**src/rtl/mul8_seq_pkg.sv**
```systemverilog
// Shared types and constants for the sequential 8x8 multiplier controller
// and its partial-product unit.
package mul8_seq_pkg;

    localparam int OP_W      = 8;
    localparam int NIB_W     = 4;
    localparam int PROD_W    = 16;
    localparam int PP_MID_SH = 4;
    localparam int PP_HI_SH  = 8;

    typedef enum logic [1:0] {
        IDLE = 2'd0,
        P0   = 2'd1,
        P1   = 2'd2,
        DONE = 2'd3
    } state_e;

endpackage

```
**src/rtl/approx_mul8_seq_if.sv**
```systemverilog
// Operand/result handshake bundle for approx_mul8_seq; the producer/consumer
// side uses the master modport, the multiplier uses slave.
interface approx_mul8_seq_if;
    import mul8_seq_pkg::*;

    logic              in_valid;
    logic              in_ready;
    logic [OP_W-1:0]   a;
    logic [OP_W-1:0]   b;
    logic              out_valid;
    logic              out_ready;
    logic [PROD_W-1:0] prod;
    logic              busy;

    modport master (
        output in_valid, a, b, out_ready,
        input  in_ready, out_valid, prod, busy
    );

    modport slave (
        input  in_valid, a, b, out_ready,
        output in_ready, out_valid, prod, busy
    );

endinterface

```
**src/rtl/mul8_pp_unit.sv**
```systemverilog
// ap4/ap3 4x4 sub-multiplier pair sharing the x nibble. Define
// MUL8_SEQ_EXACT_EN to replace both with exact 4x4 products.
module mul8_pp_unit
    import mul8_seq_pkg::*;
(
    input  logic [NIB_W-1:0]  x,
    input  logic [NIB_W-1:0]  y_lo,
    input  logic [NIB_W-1:0]  y_hi,
    output logic [2*NIB_W-1:0] p4,
    output logic [2*NIB_W-1:0] p3
);

    logic [2*NIB_W-1:0] e4;
    logic [2*NIB_W-1:0] e3;

    assign e4 = {4'b0, y_lo} * {4'b0, x};
    assign e3 = {4'b0, y_hi} * {4'b0, x};

`ifdef MUL8_SEQ_EXACT_EN
    assign p4 = e4;
    assign p3 = e3;
`else
    // ap4 drops partial-product column 0; ap3 drops columns 0 and 1.
    logic [2*NIB_W-1:0] col0_3;
    logic [2*NIB_W-1:0] col1_3;

    assign col0_3 = {7'b0, y_hi[0] & x[0]};
    assign col1_3 = ({7'b0, y_hi[1] & x[0]} + {7'b0, y_hi[0] & x[1]}) << 1;

    assign p4 = e4 & 8'hFE;
    assign p3 = e3 - col0_3 - col1_3;
`endif

endmodule

```
**src/rtl/approx_mul8_seq.sv**
```systemverilog
// Sequential 8x8 multiplier: one ap4/ap3 pair time-shared over two passes
// (P0: low b nibble, P1: high b nibble) with shift-add accumulation.
module approx_mul8_seq
    import mul8_seq_pkg::*;
(
    input  logic             clk,
    input  logic             rst,
    approx_mul8_seq_if.slave bus
);

    state_e              state_q, state_d;
    logic [OP_W-1:0]     op_a_q, op_a_d;
    logic [OP_W-1:0]     op_b_q, op_b_d;
    logic [PROD_W-1:0]   acc_q, acc_d;

    logic                in_ready;
    logic                accept;
    logic [NIB_W-1:0]    x_nib;
    logic [2*NIB_W-1:0]  p4;
    logic [2*NIB_W-1:0]  p3;

    // 17-bit add of a shifted partial product, wrapped to 16 bits.
    function automatic logic [PROD_W-1:0] add_pp(
        input logic [PROD_W-1:0]  base,
        input logic [2*NIB_W-1:0] pp,
        input int                 sh
    );
        logic [PROD_W:0] ext;
        logic [PROD_W:0] sum;
        ext       = '0;
        ext[7:0]  = pp;
        sum       = {1'b0, base} + (ext << sh);
        return sum[PROD_W-1:0];
    endfunction

    assign in_ready = (state_q == IDLE) || ((state_q == DONE) && bus.out_ready);
    assign accept   = bus.in_valid && in_ready;

    assign bus.in_ready  = in_ready;
    assign bus.out_valid = (state_q == DONE);
    assign bus.busy      = (state_q == P0) || (state_q == P1);
    assign bus.prod      = acc_q;

    assign x_nib = (state_q == P1) ? op_b_q[7:4] : op_b_q[3:0];

    mul8_pp_unit u_pp (
        .x    (x_nib),
        .y_lo (op_a_q[3:0]),
        .y_hi (op_a_q[7:4]),
        .p4   (p4),
        .p3   (p3)
    );

    always_comb begin
        state_d = state_q;
        op_a_d  = op_a_q;
        op_b_d  = op_b_q;
        acc_d   = acc_q;
        case (state_q)
            IDLE: begin
                if (accept) begin
                    state_d = P0;
                    op_a_d  = bus.a;
                    op_b_d  = bus.b;
                end
            end
            P0: begin
                state_d = P1;
                acc_d   = add_pp(add_pp('0, p4, 0), p3, PP_MID_SH);
            end
            P1: begin
                state_d = DONE;
                acc_d   = add_pp(add_pp(acc_q, p4, PP_MID_SH), p3, PP_HI_SH);
            end
            DONE: begin
                // Release and a new accept may share the same edge.
                if (bus.out_ready) begin
                    if (accept) begin
                        state_d = P0;
                        op_a_d  = bus.a;
                        op_b_d  = bus.b;
                    end else begin
                        state_d = IDLE;
                    end
                end
            end
            default: state_d = IDLE;
        endcase
    end

    always_ff @(posedge clk or posedge rst) begin
        if (rst) begin
            state_q <= IDLE;
            op_a_q  <= '0;
            op_b_q  <= '0;
            acc_q   <= '0;
        end else begin
            state_q <= state_d;
            op_a_q  <= op_a_d;
            op_b_q  <= op_b_d;
            acc_q   <= acc_d;
        end
    end

endmodule
```
**src/flat_wrapper.sv**
```systemverilog
// flat-port wrapper written by rule: the top's interface ports become plain ports
module approx_mul8_seq_flat import mul8_seq_pkg::*;
  (clk, rst, bus_in_valid, bus_a, bus_b, bus_out_ready, bus_in_ready, bus_out_valid, bus_prod, bus_busy);
  approx_mul8_seq_if bus_i ();
  input  logic clk;
  input  logic rst;
  input wire logic [$bits(bus_i.in_valid)-1:0] bus_in_valid;
  input wire logic [$bits(bus_i.a)-1:0] bus_a;
  input wire logic [$bits(bus_i.b)-1:0] bus_b;
  input wire logic [$bits(bus_i.out_ready)-1:0] bus_out_ready;
  output wire logic [$bits(bus_i.in_ready)-1:0] bus_in_ready;
  output wire logic [$bits(bus_i.out_valid)-1:0] bus_out_valid;
  output wire logic [$bits(bus_i.prod)-1:0] bus_prod;
  output wire logic [$bits(bus_i.busy)-1:0] bus_busy;
  assign bus_i.in_valid = bus_in_valid;
  assign bus_i.a = bus_a;
  assign bus_i.b = bus_b;
  assign bus_i.out_ready = bus_out_ready;
  assign bus_in_ready = bus_i.in_ready;
  assign bus_out_valid = bus_i.out_valid;
  assign bus_prod = bus_i.prod;
  assign bus_busy = bus_i.busy;
  approx_mul8_seq u_core (.clk(clk), .rst(rst), .bus(bus_i));
endmodule
```
**config.mk**
```make
export PLATFORM = sky130hd
export DESIGN_NAME = approx_mul8_seq_flat
export DESIGN_NICKNAME = d
export VERILOG_FILES = /design/src/rtl/mul8_seq_pkg.sv /design/src/rtl/approx_mul8_seq_if.sv /design/src/rtl/mul8_pp_unit.sv /design/src/rtl/approx_mul8_seq.sv /design/src/flat_wrapper.sv
export SDC_FILE = /design/constraint.sdc
export NUM_CORES = 1
export LEC_CHECK = 0
export ABC_AREA = 1
export CORE_ASPECT_RATIO = 1.75
export CORE_MARGIN = 3
export CORE_UTILIZATION = 30
export DETAILED_ROUTE_END_ITERATION = 6
export GPL_TIMING_DRIVEN = 0
export PLACE_DENSITY = 0.57
export SKIP_LAST_GASP = 1
export SYNTH_ARGS = -nofsm -noshare
export SYNTH_HDL_FRONTEND = slang
export SYNTH_SLANG_ARGS = --single-unit
```
**constraint.sdc**
```tcl
create_clock -name clk -period 12.52 [get_ports clk]
set_input_delay 1.878 -clock clk [delete_from_list [all_inputs] [get_ports clk]]
set_output_delay 1.878 -clock clk [all_outputs]
set_load 0.01 [all_outputs]
```
## Word level (Yosys, flattened, before mapping)

Cells that the tools add are included.

| storage, ports and cells | value |
|---|---|
| bits in registers | 34 |
| logic and storage cells | 41 |
| bits of input ports | 20 |
| bits in latches | 0 |
| RAM bits | 0 |
| memories | 0 |
| memory bits (read-only) | 0 |
| output and inout bits | 19 |

| operators by class | value |
|---|---|
| divide/modulo/power cells | 0 |
| shift-type cells | 0 |
| $mul | 2 |
| multiplexer cells | 12 |
| $lt $le $gt $ge | 0 |
| reductions and logical operators | 9 |
| bitwise gates (word level) | 3 |
| add/sub/neg operators | 6 |
| eq/ne operators | 5 |

Operator list:

| operator | number |
|---|---|
| $mux 8 | 4 |
| $pmux 16 s2 | 1 |
| $pmux 8 s2 | 2 |
| $add 16x12->16 | 1 |
| $add 16x16->16 | 1 |
| $mul 4x4->8 | 2 |
| $add 8x12->13 | 1 |
| $pmux 2 s4 | 1 |
| $sub 8x1->8 | 1 |
| $sub 8x3->8 | 1 |
| $eq 2x2->1 const B | 2 |
| $mux 2 | 2 |
| $mux 4 | 1 |
| $reduce_and 2->1 | 2 |
| $reduce_bool 2->1 | 2 |
| $and 1x1->1 | 3 |
| $add 1x1->2 | 1 |
| $eq 2x1->1 const B | 1 |
| $logic_and 1x1->1 | 2 |
| $logic_not 2->1 | 1 |
| $logic_or 1x1->1 | 2 |
| $ne 2x1->1 const B | 1 |
| $ne 2x2->1 const B | 1 |
| $mux 1 | 1 |

## Logic depth before layout (Yosys ltp)

Gate-level depths: netlist of run 1.

| depth | value |
|---|---|
| depth in word-level cells | 7 |
| mapped depth | 29 |
| depth with buffers taken out | 29 |

## Modules after synthesis

A second synthesis of run 1 with hierarchy kept.

| unflattened totals | value |
|---|---|
| cells, all modules | 486 |
| area, all modules | 3606.0 um^2 |

By module, submodules not included:

| module | area an instance (um^2) | cells each | seq. area each (um^2) | instances |
|---|---|---|---|---|
| approx_mul8_seq | 2529.9 | 321 | 850.8 | 1 |
| mul8_pp_unit | 1076.0 | 165 | 0.0 | 1 |

## Worst setup path before layout of run 1

No wires, ideal clock.

| path | value |
|---|---|
| path kind | reg2reg |
| start | register u_core.state_q[0] |
| end | register u_core.acc_q[13] (netlist: u_core.bus.prod[13]) |
| clock period less this slack | 5.290 ns |
| arrival time | 5.163 ns |
| stages on the path, launching flop included | 25 |
| required time | 12.393 ns |
| slack | 7.230 ns |
| cell sequence | dfrtp_1 inv_1 ha_1 clkbuf_1 nand2_1 o21ai_0 inv_1 nand2_1 fa_1 inv_1 fa_1 inv_1 fa_1 o221ai_1 xor2_1 fa_1 ha_1 a21oi_1 o21ai_0 a21oi_1 nor2_1 o21ai_0 nand3_1 nand2_1 o21ai_0 |

| on the way | value |
|---|---|
| cells in the longest elaborated chain, start to end | 7 |
| elaborated cells between the ends (all ways) | 15 |
| those cells by class | add/sub (5); mul (2); eq/ne (2); mux (2); bitwise (3); reduce/logical (1) |

Ends and longest elaborated chain:

| item | line | text |
|---|---|---|
| start, declared | approx_mul8_seq.sv:11 | `state_e state_q, state_d;` |
| start signal, assigned | approx_mul8_seq.sv:98 | `state_q <= state_d;` |
| $eq 2x2->1 | approx_mul8_seq.sv:44, approx_mul8_seq.sv:59 |  |
| $mux 4 | approx_mul8_seq.sv:44 | `assign x_nib = (state_q == P1) ? op_b_q[7:4] : op_b_q[3:0];` |
| $mul 4x4->8 (tied with other cells) | mul8_pp_unit.sv:17 | `assign e3 = {4'b0, y_hi} * {4'b0, x};` |
| $sub 8x1->8 or $add 1x1->2 (tied branches) | mul8_pp_unit.sv:31, mul8_pp_unit.sv:28 |  |
| $sub 8x3->8 | mul8_pp_unit.sv:31 | `assign p3 = e3 - col0_3 - col1_3;` |
| $add 16x16->16 | approx_mul8_seq.sv:32 | `sum = {1'b0, base} + (ext << sh);` |
| $pmux 16 s2 | approx_mul8_seq.sv:59 | `case (state_q)` |
| end signal, assigned | approx_mul8_seq.sv:96 | `acc_q <= '0;` |
| end signal, assigned | approx_mul8_seq.sv:101 | `acc_q <= acc_d;` |
| end, declared | approx_mul8_seq.sv:14 | `logic [PROD_W-1:0] acc_q, acc_d;` |

Several ways; a longest one is shown, not always the timed one.
A chain may end at the register's enable or synchronous reset.

## Worst setup path in the final report of run 1

Same ends and word-level chain as after synthesis.

==> run_results.csv, run 1 <==
group,metric,value,unit
outcome,outcome,"finished clean",
clock_tree,htree_levels,2,
final_layout,syn2layout_area_growth,22.4,%
final_layout,register_area,826,µm²
floorplanning,ios,39,
drt,viasPerCell,4.71,
grt,grt_pass1_wl,12800,µm
clock_tree,cts-root-buf,"clkbuf_16",
synth,synth_cell_types,35,
clock_tree,clockBufferDepth,2,
clock_tree,cts_setup_buffers,0,
worst_setup_path,crit_path_top_delay_cell,"fa_1",
synth,ys_top_cells_by_area,"dfrtp_1, ha_1, fa_1, inv_1, nand2_1",
timing,rsz0062_at_grt,"no",
worst_setup_path,path_class,"reg2reg",
placement,placed_area,0.00368,mm²
placement,port_buffers,37,
floorplanning,die_h,142,µm
synth,synth-edff-count,0,
final_layout,finalInstanceArea,0.00386,mm²
placement,dpl.hpwl,6230,µm
synth,synthArstFlopShare,100,%
clock_tree,cts_hold_buf,0,
worst_setup_path,cp-end-kind,"flop",
synth,avgSynthCellArea,7.77,µm²
hold_path,hold_end,"u_core.op_b_q[2]$_DFFE_PP0P_",
drt,wire_per_inst,12.9,µm
synth,synth.top_cell.area_share,26.2,%
hold_path,hold_path.class,"reg2reg",
timing,fin_skew,0.00350,ns
drt,drt-initial-drc-count,115,
synth,ys_warn_count,0,
worst_setup_path,max_stage_delay,0.55,ns
clock_tree,cts-resized-gates,0,
drt,drc,0,
clock_tree,cts_buffers,5,
final_layout,fill_cells,1035,
timing,finalSetupViolations,0,
worst_setup_path,r2r_cells,24,
drt,antenna_left,0,
worst_setup_path,rr_startpoint,"u_core.state_q[0]$_DFFE_PP0P_",
floorplanning,start_util,31.4,%
floorplanning,num_rows,48,
clock_tree,clk_latency,0.28,ns
timing,final.min_clock_period,6.16,ns
worst_setup_path,worstPathArrival,6.32,ns
final_layout,multiInputGateArea,0.00203,mm²
synth,ys_ff_latch,33,
grt,first_global_vias,2838,
floorplanning,die-area,0.0118,mm²
final_layout,final_nets,532,
worst_setup_path,reg2reg_slack,6.36,ns
hold_path,min-delay-start,"u_core.op_b_q[2]$_DFFE_PP0P_",
timing,setup_tns,0,ns
placement,place_ws,6.34,ns
worst_setup_path,cp-start-kind,"flop",
worst_setup_path,crit_family,"adder cells",
grt,antenna_found_initial,0,
synth,syn_area,0.00315,mm²
hold_path,min_path_cells,1,
worst_setup_path,path_buf_inv,5,
worst_setup_path,r2r_end,"u_core.bus.prod[13]$_DFFE_PP0P_",
grt,grt_usage,13.4,%
worst_setup_path,worst_ep_required_time,12.69,ns
grt,overflow,0,
drt,drt-total-wl,7450,µm
worst_setup_path,crit_fanout,10,
timing,slew_headroom,48.4,%
timing,worst_pin_slew,0.766,ns
final_layout,diodes,0,
timing,setup_ws,6.36,ns
timing,slew_viol_final,0,
worst_setup_path,path_cells,"inv_1 -> ha_1 -> clkbuf_1 -> nand2_1 -> o21ai_0 -> inv_1 -> nand2_1 -> fa_1 -> inv_1 -> fa_1 -> inv_1 -> fa_1 -> o221ai_1 -> xor2_1 -> fa_1 -> ha_1 -> a21oi_1 -> o21ai_0 -> a21oi_1 -> nor2_1 -> o21ai_0 -> nand3_1 -> nand2_1 -> o21ai_0",
placement,routabilityCongestion,0.852,
drt,num_vias,2718,
synth,syn-instance-count,406,
final_layout,fin_util,38.5,%
final_layout,layout-drive-gt1-share,6.42,%
floorplanning,die_w,83.5,µm
timing,finalHoldViolations,0,
clock_tree,cts_tree,"yes",
synth,ys.flop_type,"dfrtp_1",
job,maxCapViolCount,0,
timing,finalCritPeriodShare,49.2,%
synth,yosys.area.top_type,"dfrtp_1",
clock_tree,cts.sinks,33,
grt,grt_start_max_net_pins,34,
floorplanning,core,0.0100,mm²
drt,firstDrtPassIters,4,
synth,yosysSeqAreaShare,26.2,%
timing,fmax,162,MHz
clock_tree,cts.reportedPaths.clkPinSlew,0.06,ns
-- area by class of cell --
cell class / count / share of cell area [%]
multi-input cells: 295 / 52.6
flip-flops and latches: 33 / 21.4
clock inverters: 2 / 0.972
plain buffers: 6 / 0.681
inverters: 73 / 7.10
repair buffers: 37 / 9.59
well taps: 125 / 4.05
clock buffers: 6 / 3.60
-- per-stage QoR --
step	cells	hold slack, ns
global route	577	0.515
CTS	577	0.510
floorplan	407	0.471
finish	577	0.506
global placement	569	0.492
detailed placement	569	0.497
-- per-layer routing --
| layer | global-route usage, % | vias up | routed length, µm |
|---|---|---|---|
| met5 | 0 | - | 0 |
| met4 | 6.61 | 0 | 260 |
| met3 | 1.57 | 14 | 172 |
| met2 | 27.2 | 39 | 4270 |
| met1 | 12.9 | 1275 | 2750 |
| li1 | - | 1390 | - |
-- sequential cells by signal, summed over array words and instances, names as in the netlist --
| register | cells |
|---|---|
| u_core.state_q | 2 |
| u_core.op_a_q | 8 |
| u_core.op_b_q | 8 |
| u_core.bus.prod | 15 |
-- placed cells by master (no fill, tap or decap), types with 2 or more instances in the layout --
master | synthesis | final
a31oi_1 | 4 | 4
dfrtp_1 | 33 | 33
nand4_1 | 2 | 2
conb_1 | 2 | 3
ha_1 | 45 | 45
inv_1 | 70 | 69
xor2_1 | 6 | 6
a21oi_1 | 29 | 29
xnor2_1 | 3 | 3
or2_2 | 3 | 3
clkbuf_16 | 0 | 5
o21ai_1 | 3 | 3
o21ai_0 | 20 | 20
clkdlybuf4s50_1 | 0 | 37
fa_1 | 16 | 16
inv_2 | 3 | 4
mux2_2 | 4 | 4
nand3b_1 | 2 | 2
nand2_2 | 4 | 4
nand3_2 | 2 | 2
clkbuf_1 | 5 | 5
nand3_1 | 22 | 22
nand2_1 | 69 | 69
nor2_1 | 46 | 46
-- worst max-delay path by stage --
stage                                  start                         endpoint  slack [ns]  cells past startpoint
3_3_place_gp   u_core.state_q[0]$_DFFE_PP0P_  u_core.bus.prod[13]$_DFFE_PP0P_        6.38                     24
2_1_floorplan  u_core.state_q[0]$_DFFE_PP0P_  u_core.bus.prod[13]$_DFFE_PP0P_        7.23                     24
3_5_place_dp   u_core.state_q[0]$_DFFE_PP0P_  u_core.bus.prod[13]$_DFFE_PP0P_        6.34                     24
6_report       u_core.state_q[0]$_DFFE_PP0P_  u_core.bus.prod[13]$_DFFE_PP0P_        6.36                     24
4_1_cts        u_core.state_q[0]$_DFFE_PP0P_  u_core.bus.prod[13]$_DFFE_PP0P_        6.30                     24
5_1_grt        u_core.state_q[0]$_DFFE_PP0P_  u_core.bus.prod[13]$_DFFE_PP0P_        5.88                     24
-- kinds of logic (layout without fill, tap and decap cells) --
group / Yosys count / in the layout / synth area share, %
flip-flops: 33 / 33 / 26.2
adder cells (fa/ha/maj): 61 / 61 / 28.0
AO/OA/AOI/OAI: 64 / 64 / 11.1
AND/OR/NAND/NOR: 154 / 154 / 21.0
buffers and inverters: 79 / 124 / 9.52
other: 2 / 3 / 0.238
multiplexers: 4 / 4 / 1.43
XOR/XNOR: 9 / 9 / 2.50
-- Yosys cell counts (5+ instances only) --
master / n
a21oi_1: 29
clkbuf_1: 5
dfrtp_1: 33
fa_1: 16
ha_1: 45
inv_1: 70
nand2_1: 69
nand3_1: 22
nor2_1: 46
o21ai_0: 20
xor2_1: 6
Power of run 1 is not shown: default switching activity piles up to over one toggle a cycle in this logic, so the estimate is an artifact.
==> inputs of run 2 (changes only) <==
--- a/config.mk
+++ b/config.mk
@@ -11,7 +11,7 @@
 export CORE_UTILIZATION = 30
 export DETAILED_ROUTE_END_ITERATION = 6
 export GPL_TIMING_DRIVEN = 0
-export PLACE_DENSITY = 0.57
+export PLACE_DENSITY = 0.59
 export SKIP_LAST_GASP = 1
 export SYNTH_ARGS = -nofsm -noshare
 export SYNTH_HDL_FRONTEND = slang
==> constraint.sdc (replaced) <==
create_clock -name clk -period 5.65 [get_ports clk]
set_input_delay 0.8475 -clock clk [delete_from_list [all_inputs] [get_ports clk]]
set_output_delay 0.8475 -clock clk [all_outputs]
set_load 0.01 [all_outputs]
==> run_results.csv, run 2 (same netlist as run 1, synthesis figures left out) <==
group,metric,value,unit
outcome,outcome,"finished clean",
final_layout,diodes,0,
timing,setup_ws,0.328,ns
worst_setup_path,path_class,"reg2reg",
final_layout,layout_common_cells,"nand2_1, inv_1, nor2_1",
placement,dpl.hpwl,6160,µm
floorplanning,num_rows,48,
timing,slew_headroom,52.4,%
final_layout,final_common_cell,"nand2_1",
placement,place_ws,-0.605,ns
floorplanning,die_w,83.5,µm
grt,first_global_vias,3011,
floorplanning,die-area,0.0118,mm²
timing,rsz0062_at_grt,"yes",
worst_setup_path,worstPathArrival,5.50,ns
timing,fmax,188,MHz
floorplanning,start_util,31.4,%
timing,slew_viol_final,0,
timing,finalHoldViolations,0,
timing,finalCritPeriodShare,94.2,%
floorplanning,core,0.0100,mm²
drt,drc,0,
grt,grt_start_max_net_pins,34,
grt,antenna_found_initial,0,
final_layout,largest_register_ff_count,15,
timing,fin_skew,0.00735,ns
final_layout,multiInputGateArea,0.00209,mm²
hold_path,hold_end,"u_core.op_b_q[6]$_DFFE_PP0P_",
final_layout,register_area,826,µm²
clock_tree,cts_tree,"yes",
clock_tree,htree_levels,2,
drt,num_vias,2749,
worst_setup_path,cp-start-kind,"flop",
drt,viasPerCell,4.75,
worst_setup_path,r2r_end,"u_core.bus.prod[15]$_DFFE_PP0P_",
timing,worst_pin_slew,0.714,ns
clock_tree,cts.reportedPaths.clkPinSlew,0.06,ns
floorplanning,die_h,142,µm
placement,port_buffers,37,
drt,firstDrtPassIters,4,
drt,drt-initial-drc-count,148,
timing,finalSetupViolations,0,
worst_setup_path,rr_startpoint,"u_core.state_q[0]$_DFFE_PP0P_",
worst_setup_path,crit_fanout,7,
clock_tree,clockBufferDepth,2,
grt,overflow,0,
worst_setup_path,worst_ep_required_time,5.83,ns
drt,wire_per_inst,13.0,µm
final_layout,syn2layout_area_growth,24.9,%
placement,routabilityCongestion,0.856,
clock_tree,cts-root-buf,"clkbuf_16",
hold_path,hold_path.class,"reg2reg",
final_layout,final_nets,534,
final_layout,fill_cells,1011,
job,maxCapViolCount,0,
timing,final.min_clock_period,5.32,ns
grt,grt_pass1_wl,13200,µm
hold_path,min-delay-start,"u_core.op_b_q[6]$_DFFE_PP0P_",
worst_setup_path,cp-end-kind,"flop",
grt,grt_usage,13.6,%
final_layout,layout-drive-gt1-share,9.47,%
worst_setup_path,reg2reg_slack,0.33,ns
floorplanning,ios,39,
clock_tree,cts_hold_buf,0,
clock_tree,clk_latency,0.29,ns
worst_setup_path,r2r_cells,22,
drt,antenna_left,0,
clock_tree,cts_buffers,5,
drt,drt-total-wl,7510,µm
hold_path,min_path_cells,1,
clock_tree,cts.sinks,33,
-- run 2: changes by cell type in the layout (fill, tap and decap cells not counted), sizes merged --
cell | previous run | this run
clkbuf | 11 | 10
buf | 1 | 4
-- run 2: through the flow --
| stage | utilization, % | cells | cell area [µm²] | hold WS, ns | setup TNS [ns] |
|---|---|---|---|---|---|
| 2_1_floorplan | - | 407 | 3160 | 0.471 | 0 |
| 3_3_place_gp | 36.7 | 569 | 3680 | 0.492 | -1.83 |
| 3_5_place_dp | 36.7 | 569 | 3680 | 0.498 | -2.30 |
| 4_1_cts | 38.9 | 579 | 3900 | 0.512 | 0 |
| 5_1_grt | 39.3 | 579 | 3940 | 0.522 | -0.0612 |
| 6_report | 39.3 | 579 | 3940 | 0.504 | 0 |
-- run 2: per-layer routing --
layer | vias to the layer above | global-route usage, % | part of all wire [%] | wire length [µm]
li1 | 1388 | - | - | -
met1 | 1292 | 13.1 | 36 | 2720
met2 | 47 | 26.9 | 56 | 4230
met3 | 22 | 1.57 | 2.3 | 171
met4 | 0 | 8.81 | 5.1 | 383
met5 | - | 0 | 0 | 0
-- run 2: what timing repair did --
action                     4_1_cts  5_1_grt
pin swaps                        1        1
setup endpoints to repair        6        5
resized for setup                8       10
buffers inserted                 2        0
gates cloned                     0        0
-- run 2: how the worst max path moves through the flow --
stage                                   from                         endpoint  slack [ns]  cells past startpoint
6_report       u_core.state_q[0]$_DFFE_PP0P_  u_core.bus.prod[15]$_DFFE_PP0P_        0.33                     22
5_1_grt        u_core.state_q[0]$_DFFE_PP0P_  u_core.bus.prod[14]$_DFFE_PP0P_       -0.04                     27
4_1_cts        u_core.state_q[0]$_DFFE_PP0P_  u_core.bus.prod[13]$_DFFE_PP0P_        0.05                     24
3_5_place_dp   u_core.state_q[0]$_DFFE_PP0P_  u_core.bus.prod[13]$_DFFE_PP0P_       -0.61                     24
3_3_place_gp   u_core.state_q[0]$_DFFE_PP0P_  u_core.bus.prod[13]$_DFFE_PP0P_       -0.49                     24
2_1_floorplan  u_core.state_q[0]$_DFFE_PP0P_  u_core.bus.prod[13]$_DFFE_PP0P_        0.36                     24
-- run 2: critical path: stages (launching register included) --
cell and delay (ns):
dfrtp_1 0.41, inv_2 0.13, ha_4 0.21, inv_2 0.09
or2_2 0.29, o21ai_2 0.13, nor2_1 0.10, fa_1 0.50
fa_1 0.49, inv_1 0.05, fa_1 0.52, fa_1 0.49
o21ai_2 0.19, xor2_2 0.24, ha_1 0.28, ha_1 0.34
nand2_1 0.14, nor3_2 0.06, nand3_1 0.07, o2111ai_1 0.15
nand3b_1 0.20, nand3_1 0.08, nand2_1 0.05
-- run 2: area by class of cell --
cell class	instances	area share [%]
buffer	6	0.699
clock buffer	6	3.53
clock inverter	2	0.953
inverter	73	6.96
multi-input combinational	295	53.1
sequential	33	21.0
tap	125	3.97
timing repair buffer	39	9.79
Power of run 2 is left out for the same reason.
==> inputs of run 3 (changes only) <==
--- a/config.mk
+++ b/config.mk
@@ -6,9 +6,11 @@
 export NUM_CORES = 1
 export LEC_CHECK = 0
 export ABC_AREA = 1
+export ABC_CLOCK_PERIOD_IN_PS = 5650
 export CORE_ASPECT_RATIO = 1.75
-export CORE_MARGIN = 3
+export CORE_MARGIN = 2
 export CORE_UTILIZATION = 30
+export CTS_BUF_LIST = sky130_fd_sc_hd__clkbuf_16
 export DETAILED_ROUTE_END_ITERATION = 6
 export GPL_TIMING_DRIVEN = 0
 export PLACE_DENSITY = 0.59
==> run_results.csv, run 3 (same netlist as run 1, synthesis figures left out) <==
group,metric,value,unit
outcome,outcome,"finished clean",
floorplanning,start_util,30.8,%
placement,placed_area,0.00369,mm²
worst_setup_path,path_class,"reg2reg",
timing,setup_tns,0,ns
final_layout,layout-drive-gt1-share,9.01,%
hold_path,hold_path.class,"reg2reg",
clock_tree,clk_latency,0.29,ns
grt,antenna_found_initial,0,
drt,drc,0,
timing,slew_headroom,51.7,%
clock_tree,cts-root-buf,"clkbuf_16",
timing,fin_skew,0.00939,ns
final_layout,multiInputGateArea,0.00208,mm²
placement,port_buffers,37,
floorplanning,num_rows,49,
placement,dpl.hpwl,6190,µm
worst_setup_path,cp-end-kind,"flop",
hold_path,min_path_cells,1,
clock_tree,cts.reportedPaths.clkPinSlew,0.06,ns
clock_tree,cts_buffers,5,
final_layout,diodes,0,
timing,slew_viol_final,0,
worst_setup_path,worst_ep_required_time,5.83,ns
timing,final.min_clock_period,5.35,ns
timing,rsz0062_at_grt,"no",
floorplanning,die_h,140,µm
grt,grt_usage,14.3,%
worst_setup_path,reg2reg_slack,0.30,ns
drt,drt-total-wl,7460,µm
final_layout,layout_common_cells,"nand2_1, inv_1, nor2_1",
floorplanning,die_w,81.5,µm
worst_setup_path,timing.critical_path.mode_cell,"fa_1",
timing,whs,0.510,ns
drt,viasPerCell,4.80,
worst_setup_path,crit_path_top_delay_cell,"fa_1",
final_layout,final_nets,535,
timing,finalCritPeriodShare,94.7,%
worst_setup_path,path_cells,"inv_2 -> ha_4 -> inv_2 -> or2_2 -> o21ai_2 -> nor2_1 -> fa_1 -> fa_1 -> inv_1 -> fa_1 -> fa_1 -> o21ai_1 -> xor2_2 -> ha_1 -> ha_1 -> nand2_1 -> nor3_2 -> nand3_1 -> o2111ai_1 -> nand3b_1 -> nand3_1 -> nand2_1",
worst_setup_path,r2r_cells,22,
grt,grt_pass1_wl,12700,µm
worst_setup_path,crit_fanout,7,
grt,overflow,0,
clock_tree,clockBufferDepth,2,
final_layout,final_common_cell,"nand2_1",
timing,finalSetupViolations,0,
final_layout,syn2layout_area_growth,24.6,%
drt,wire_per_inst,12.8,µm
drt,drt-initial-drc-count,132,
final_layout,finalInstanceArea,0.00393,mm²
final_layout,largest_register_ff_count,15,
timing,worst_pin_slew,0.724,ns
final_layout,register_area,826,µm²
grt,first_global_vias,2876,
timing,finalHoldViolations,0,
worst_setup_path,max_stage_delay,0.52,ns
clock_tree,htree_levels,2,
job,maxCapViolCount,0,
floorplanning,ios,39,
final_layout,fin_util,38.4,%
worst_setup_path,cp-start-kind,"flop",
worst_setup_path,worstPathArrival,5.53,ns
drt,num_vias,2794,
grt,grt_start_max_net_pins,34,
clock_tree,cts.sinks,33,
drt,antenna_left,0,
clock_tree,cts_tree,"yes",
floorplanning,core,0.0102,mm²
final_layout,fill_cells,1020,
floorplanning,die-area,0.0114,mm²
drt,firstDrtPassIters,4,
timing,fmax,187,MHz
placement,routabilityCongestion,0.858,
## run 3: area by class of cell
| type | instances | area share (%) |
|---|---|---|
| well taps | 127 | 4.04 |
| clock buffers | 5 | 3.18 |
| multi-input cells | 295 | 53.0 |
| repair buffers | 40 | 10.0 |
| plain buffers | 6 | 0.700 |
| clock inverters | 3 | 1.05 |
| flip-flops and latches | 33 | 21.0 |
| inverters | 73 | 6.97 |
## run 3: layer usage
layer | wire, µm | vias to the layer above | track usage (%)
li1 | - | 1396 | -
met5 | 0 | - | 0
met2 | 4250 | 56 | 27.4
met3 | 206 | 15 | 2.01
met1 | 2730 | 1327 | 14.0
met4 | 272 | 0 | 7.23
## run 3: critical path, delay by kind of cell (launching register included)
family          cells  cell delay [ns]
compound gates      3             0.52
flops               1             0.41
xor+xnor            1             0.23
simple gates        8             0.99
buf+inv             3             0.27
fa+ha+maj           7             2.83
## run 3: worst paths after layout
kind / startpoint / end
setup reg to reg: u_core.state_q[0]$_DFFE_PP0P_ / u_core.bus.prod[15]$_DFFE_PP0P_
hold / removal: u_core.op_b_q[6]$_DFFE_PP0P_ / u_core.op_b_q[6]$_DFFE_PP0P_
setup / recovery: u_core.state_q[0]$_DFFE_PP0P_ / u_core.bus.prod[15]$_DFFE_PP0P_
max in group asynchronous: rst / u_core.bus.prod[11]$_DFFE_PP0P_
min in group asynchronous: rst / u_core.op_b_q[2]$_DFFE_PP0P_
hold reg to reg: u_core.op_b_q[6]$_DFFE_PP0P_ / u_core.op_b_q[6]$_DFFE_PP0P_
## run 3: what timing repair did
action	4_1_cts	5_1_grt
endpoints found under the hold margin	0	0
hold buffers	0	0
gates resized for setup	7	8
endpoints found under the setup margin	6	5
pin swaps	1	1
buffers inserted	2	1
## run 3: metrics by stage
stage               worst slack, ns  std cells
floorplan                     0.360        407
global placement             -0.497        571
detailed placement           -0.537        571
CTS                         0.00180        581
global route               0.000951        582
finish                        0.302        582
Power of run 3 is left out for the same reason.
